==> src/rtl/bus_master_port.sv <==
// Initiator port between a core and the shared 4-master bus: request, address strobe,
// wait for slave ready (with optional timeout), return read data / error.
module bus_master_port #(
    parameter int unsigned ADDR_W  = 30,
    parameter int unsigned DATA_W  = 32,
    parameter int unsigned TIMEOUT = 255,
    parameter int unsigned TO_W    = 8
) (
    input  logic              clk,
    input  logic              reset,
    input  logic              core_req,
    input  logic              core_rw,
    input  logic [ADDR_W-1:0] core_addr,
    input  logic [DATA_W-1:0] core_wr_data,
    output logic              core_busy,
    output logic              core_done,
    output logic              core_err,
    output logic [DATA_W-1:0] core_rd_data,
    output logic              m_req_,
    input  logic              m_grnt_,
    output logic              m_as_,
    output logic              m_rw,
    output logic [ADDR_W-1:0] m_addr,
    output logic [DATA_W-1:0] m_wr_data,
    input  logic [DATA_W-1:0] m_rd_data,
    input  logic              m_rdy_
);

    typedef enum logic [1:0] {IDLE, REQ, ACCESS, WAIT} state_t;

    localparam logic [TO_W-1:0] TO_LIMIT = TO_W'(TIMEOUT);
    localparam logic [TO_W-1:0] TO_ONE   = TO_W'(1);

    state_t              state_q, state_d;
    logic                rw_q, rw_d;
    logic [ADDR_W-1:0]   addr_q, addr_d;
    logic [DATA_W-1:0]   wdata_q, wdata_d;
    logic [TO_W-1:0]     cnt_q, cnt_d;
    logic                busy_q, busy_d;
    logic                done_q, done_d;
    logic                err_q, err_d;
    logic [DATA_W-1:0]   rd_data_q, rd_data_d;
    logic                as_n_q, as_n_d;
    logic                m_rw_q, m_rw_d;
    logic [ADDR_W-1:0]   m_addr_q, m_addr_d;
    logic [DATA_W-1:0]   m_wr_data_q, m_wr_data_d;
    logic                drive;

    always_comb begin
        state_d   = state_q;
        rw_d      = rw_q;
        addr_d    = addr_q;
        wdata_d   = wdata_q;
        cnt_d     = cnt_q;
        done_d    = 1'b0;
        err_d     = 1'b0;
        rd_data_d = rd_data_q;

        unique case (state_q)
            IDLE: begin
                if (core_req) begin
                    rw_d    = core_rw;
                    addr_d  = core_addr;
                    wdata_d = core_wr_data;
                    state_d = REQ;
                end
            end
            REQ: begin
                if (!m_grnt_) begin
                    cnt_d   = '0;
                    state_d = ACCESS;
                end
            end
            ACCESS, WAIT: begin
                // Counter holds k in the k-th WAIT cycle, so expiry lands TIMEOUT+1 cycles
                // after ACCESS; a ready on that same cycle still wins.
                if (!m_rdy_) begin
                    done_d = 1'b1;
                    if (rw_q) begin
                        rd_data_d = m_rd_data;
                    end
                    state_d = IDLE;
                end else if (state_q == WAIT && TIMEOUT != 0 && cnt_q == TO_LIMIT) begin
                    done_d    = 1'b1;
                    err_d     = 1'b1;
                    rd_data_d = '0;
                    state_d   = IDLE;
                end else begin
                    cnt_d   = cnt_q + TO_ONE;
                    state_d = WAIT;
                end
            end
            default: state_d = IDLE;
        endcase

        // Outputs are registered from the next state; idle bus fields are zero for OR-muxing.
        drive       = (state_d == ACCESS) || (state_d == WAIT);
        busy_d      = (state_d != IDLE);
        as_n_d      = (state_d != ACCESS);
        m_rw_d      = drive ? rw_d : 1'b1;
        m_addr_d    = drive ? addr_d : '0;
        m_wr_data_d = drive ? wdata_d : '0;
    end

    always_ff @(posedge clk or negedge reset) begin
        if (!reset) begin
            state_q     <= IDLE;
            rw_q        <= 1'b1;
            addr_q      <= '0;
            wdata_q     <= '0;
            cnt_q       <= '0;
            busy_q      <= 1'b0;
            done_q      <= 1'b0;
            err_q       <= 1'b0;
            rd_data_q   <= '0;
            as_n_q      <= 1'b1;
            m_rw_q      <= 1'b1;
            m_addr_q    <= '0;
            m_wr_data_q <= '0;
        end else begin
            state_q     <= state_d;
            rw_q        <= rw_d;
            addr_q      <= addr_d;
            wdata_q     <= wdata_d;
            cnt_q       <= cnt_d;
            busy_q      <= busy_d;
            done_q      <= done_d;
            err_q       <= err_d;
            rd_data_q   <= rd_data_d;
            as_n_q      <= as_n_d;
            m_rw_q      <= m_rw_d;
            m_addr_q    <= m_addr_d;
            m_wr_data_q <= m_wr_data_d;
        end
    end

    assign core_busy    = busy_q;
    assign core_done    = done_q;
    assign core_err     = err_q;
    assign core_rd_data = rd_data_q;
    assign m_req_       = ~busy_q;
    assign m_as_        = as_n_q;
    assign m_rw         = m_rw_q;
    assign m_addr       = m_addr_q;
    assign m_wr_data    = m_wr_data_q;

endmodule

==> config.mk <==
export PLATFORM = sky130hd
export DESIGN_NAME = bus_master_port
export DESIGN_NICKNAME = d
export VERILOG_FILES = /design/src/rtl/bus_master_port.sv
export SDC_FILE = /design/constraint.sdc
export NUM_CORES = 1
export LEC_CHECK = 0
export CELL_PAD_IN_SITES_DETAIL_PLACEMENT = 0
export CELL_PAD_IN_SITES_GLOBAL_PLACEMENT = 1
export CORE_ASPECT_RATIO = 0.9
export CORE_MARGIN = 2
export CORE_UTILIZATION = 36
export DETAILED_ROUTE_END_ITERATION = 8
export GPL_ROUTABILITY_DRIVEN = 0
export PLACE_DENSITY_LB_ADDON = 0.2
export RECOVER_POWER = 50
export SETUP_SLACK_MARGIN = 0.2
export SLEW_MARGIN = 20
export SYNTH_ARGS = -nofsm -noshare
export SYNTH_HDL_FRONTEND = slang
export SYNTH_SLANG_ARGS = --single-unit
==> constraint.sdc <==
create_clock -name clk -period 4.3 [get_ports clk]
set_input_delay 0.43 -clock clk [delete_from_list [all_inputs] [get_ports clk]]
set_output_delay 0.43 -clock clk [all_outputs]
set_load 0.01 [all_outputs]
==> results by group <==
Status
  – Status: finished with violations
  – Failing checks: max-capacitance violations, max-slew violations

Clock network
  – Worst-path clk slew: around 70 ps
  – Post-CTS Resized: 0
  – CTS H-tree depth: 4
  – Root buffer cell: clkbuf_16
  – Post-CTS Setup Bufs: 0
  – # hold bufs at CTS: 0
  – Total CTS buffers: 17
  – Clock tree buffer depth: 2
  – CTS tree: built
  – Clk sinks: 172
  – Clock latency on the worst-skew pair: 420 ps

Synthesis
  – Cell area after synthesis: roughly 0.0062 mm²
  – Syn_nets: 504
  – Unique masters post-synth: 38
  – Seq/Total Area, Yosys: 0.695
  – Yosys reg bits: around 170
  – Post-Syn Area per Cell: 15.4 µm²
  – Most used DFF post-synth: dfrtp_1
  – Yosys warnings: 0
  – Post-Syn Instances: a little over 400
  – EDFF count, synth: 0
  – Ys async rst share: 1.00

Global routing
  – Grt met3 use: 0.0852
  – Vias in the first global route: 4131
  – Initial antenna violation count: 0
  – Total track usage: 0.154
  – Largest net degree at the start of global routing: 90
  – M1 GR Usage: 0.178
  – Grt total ovfl: 0
  – Grt met2 use: 0.242
  – Top Usage Layer GRT: met2
  – First-pass GRT wire length: 21400 µm

Worst setup path
  – Crit path DAT: 3110 ps
  – Crit path cell chain: nand2b_1, nor2_4, clkbuf_2, mux2_2, and2_1
  – Crit-path slowest cell: clkbuf_2
  – R2R depth: 5
  – R2R Path End: m_addr[1]
  – R2R Setup Slk: 1500 ps
  – Worst reg2reg startpoint: state_q[0]
  – CP Launch Type: flip-flop
  – Critical path's largest stage delay: 1260 ps
  – Crit Path Category: flip-flop to flip-flop
  – Crit path launch: state_q[0]
  – Worst path required time: 4610 ps
  – Crit end category: flip-flop
  – Critical Path Sink: m_addr[1]
  – CP Max Fanout: 63

STA
  – Worst Max-Slew Pin Slew: between 2000 and 2500 ps
  – RSZ-0062 raised after global routing: no
  – Slew margin rel.: -0.355
  – Setup_tns: 0 ps
  – Final period util: 0.650
  – Slew Viols, Final: 148
  – Fmax: ~360 MHz
  – Post-layout min period: 2800 ps
  – Final Hold Viols: 0
  – Layout Skew: 10.4 ps
  – Setup violators final: 0

Floorplanning
  – I/O Pins: 200
  – Core area: 0.0169 mm²
  – # rows: 45
  – Die span in y: 128 µm
  – Die width: 142 µm
  – Initial Util: 0.367
  – Die area: about 0.018 mm²

Power
  – Flop pwr share: 0.408
  – Pwr dens: 701 mW/mm²
  – Sw Share: 0.279
  – Psw: about 0.0017 W
  – Leak: a little under 4 nW
  – Internal power: 0.00452 W
  – VDD IR max: approximately 0.29 mV
  – Logic pwr share: 0.336
  – Clk network pwr share: 0.256

Cells and area
  – Inserted Diodes: 0
  – Layout cells sized above 1: 0.157
  – Fin area: 0.00894 mm²
  – Fin cells: 827
  – Nets: 704
  – Layout area overhead: 44.2%

Drt
  – DR vias: 3881
  – Initial DRC Count: ~190
  – Wire length per cell: about 16 µm
  – Via/cell ratio: 4.69
  – Pre-Repair DR Iteration Count: 4
  – Antenna Violating Nets Remaining: 0
  – DR DRC count: 0
  – Final wirelength: 13400 µm

Placed design
  – Instance area at placement: about 0.0084 mm²
  – Number of port buffers: 199
  – Placed wire-length estimate: ~9000 µm
  – Cells after DPL: 795

Job
  – Max Cap Viol: 2

Hold path
  – Class of the worst hold path: flip-flop to flip-flop
layout make-up:
cell class / instances / area [µm²]
clock buffers: 19 / 453
clock inverters: 13 / 175
inverters: 4 / 15.0
multi-input cells: 206 / 1710
flip-flops and latches: 172 / 4310
fillers: 1457 / 7950
well taps: 211 / 264
repair buffers: 202 / 2020
cell families after synthesis:
kind of cell,after synthesis,share of synthesized area
AOI/OAI and AO/OA,45,0.0614
adders and majority gates,1,0.00202
buffers and inverters,25,0.0252
DFF,172,0.695
muxes,66,0.124
and+or+nand+nor,94,0.0924
critical path, delay by kind of cell, from the launching register on:
family / cells / cell delay [ps]
buf+inv: 1 / 1260
simple gates: 3 / 510
mux: 1 / 450
flops: 1 / 430
routing by layer:
metal | vias to the layer above | part of all wire
li1 | 1779 | -
met1 | 1943 | 0.39
met2 | 141 | 0.48
met3 | 18 | 0.12
met4 | 0 | 0.017
met5 | - | 0
registers in the layout, indices dropped and copies added (netlist names), 2 cells and up:
signal	flops
core_rd_data	32
m_wr_data	32
wdata_q	32
addr_q	30
m_addr	30
cnt_q	8
state_q	2
worst min-delay path by stage:
stage	to	start	slack [ps]	depth (start not counted)
3_3_place_gp	addr_q[0]	addr_q[0]	460	1
4_1_cts	state_q[0]	reset	70	1
6_report	wdata_q[29]	wdata_q[29]	470	1
2_1_floorplan	addr_q[0]	reset	130	0
3_5_place_dp	wdata_q[30]	wdata_q[30]	470	1
5_1_grt	wdata_q[24]	wdata_q[24]	500	1
cell usage after synthesis, types with 2 or more instances:
| library cell | count | share of area |
|---|---|---|
| a22o_1 | 32 | 0.045 |
| and2_1 | 64 | 0.065 |
| buf_2 | 14 | 0.011 |
| buf_6 | 6 | 0.011 |
| dfrtp_1 | 169 | 0.68 |
| dfstp_2 | 3 | 0.013 |
| inv_1 | 4 | 0.0024 |
| mux2_2 | 54 | 0.098 |
| mux2_4 | 8 | 0.019 |
| mux2i_1 | 3 | 0.0048 |
| nand2_1 | 9 | 0.0054 |
| nand3_1 | 5 | 0.0040 |
| nor2_1 | 2 | 0.0012 |
| nor3_1 | 2 | 0.0016 |
| o21ai_0 | 4 | 0.0032 |
| or3_1 | 2 | 0.0020 |
stage by stage:
step	hold slack (ps)	util	setup slack, ps	power, W
final	474	0.529	1500	0.00626
after global routing	500	0.529	1280	0.00666
after CTS	67.0	0.533	1830	0.00642
after detailed placement	475	0.496	1640	0.00478
after global placement	463	0.495	1710	0.00471
after floorplan	134	-	2690	0.00369
placed cells by master (no fill, tap or decap), types with 4 or more instances in the layout:
master,synthesis,final
nand3_1,5,5
mux2_1,1,10
o21ai_0,4,5
dfrtp_1,169,169
inv_1,4,4
nand2_1,9,9
mux2_2,54,52
clkbuf_16,0,17
a22o_1,32,32
inv_6,0,5
and2_1,64,63
clkdlybuf4s50_1,0,198
power by group through the flow:
stage	combinational, W	clock, W	sequential, W
after detailed placement	0.00218	0	0.00259
after CTS	0.00220	0.00166	0.00257
after global routing	0.00230	0.00173	0.00263
after floorplan	0.000963	0	0.00273
final	0.00210	0.00160	0.00256
after global placement	0.00214	0	0.00257
(Power assumes the default switching activity.)
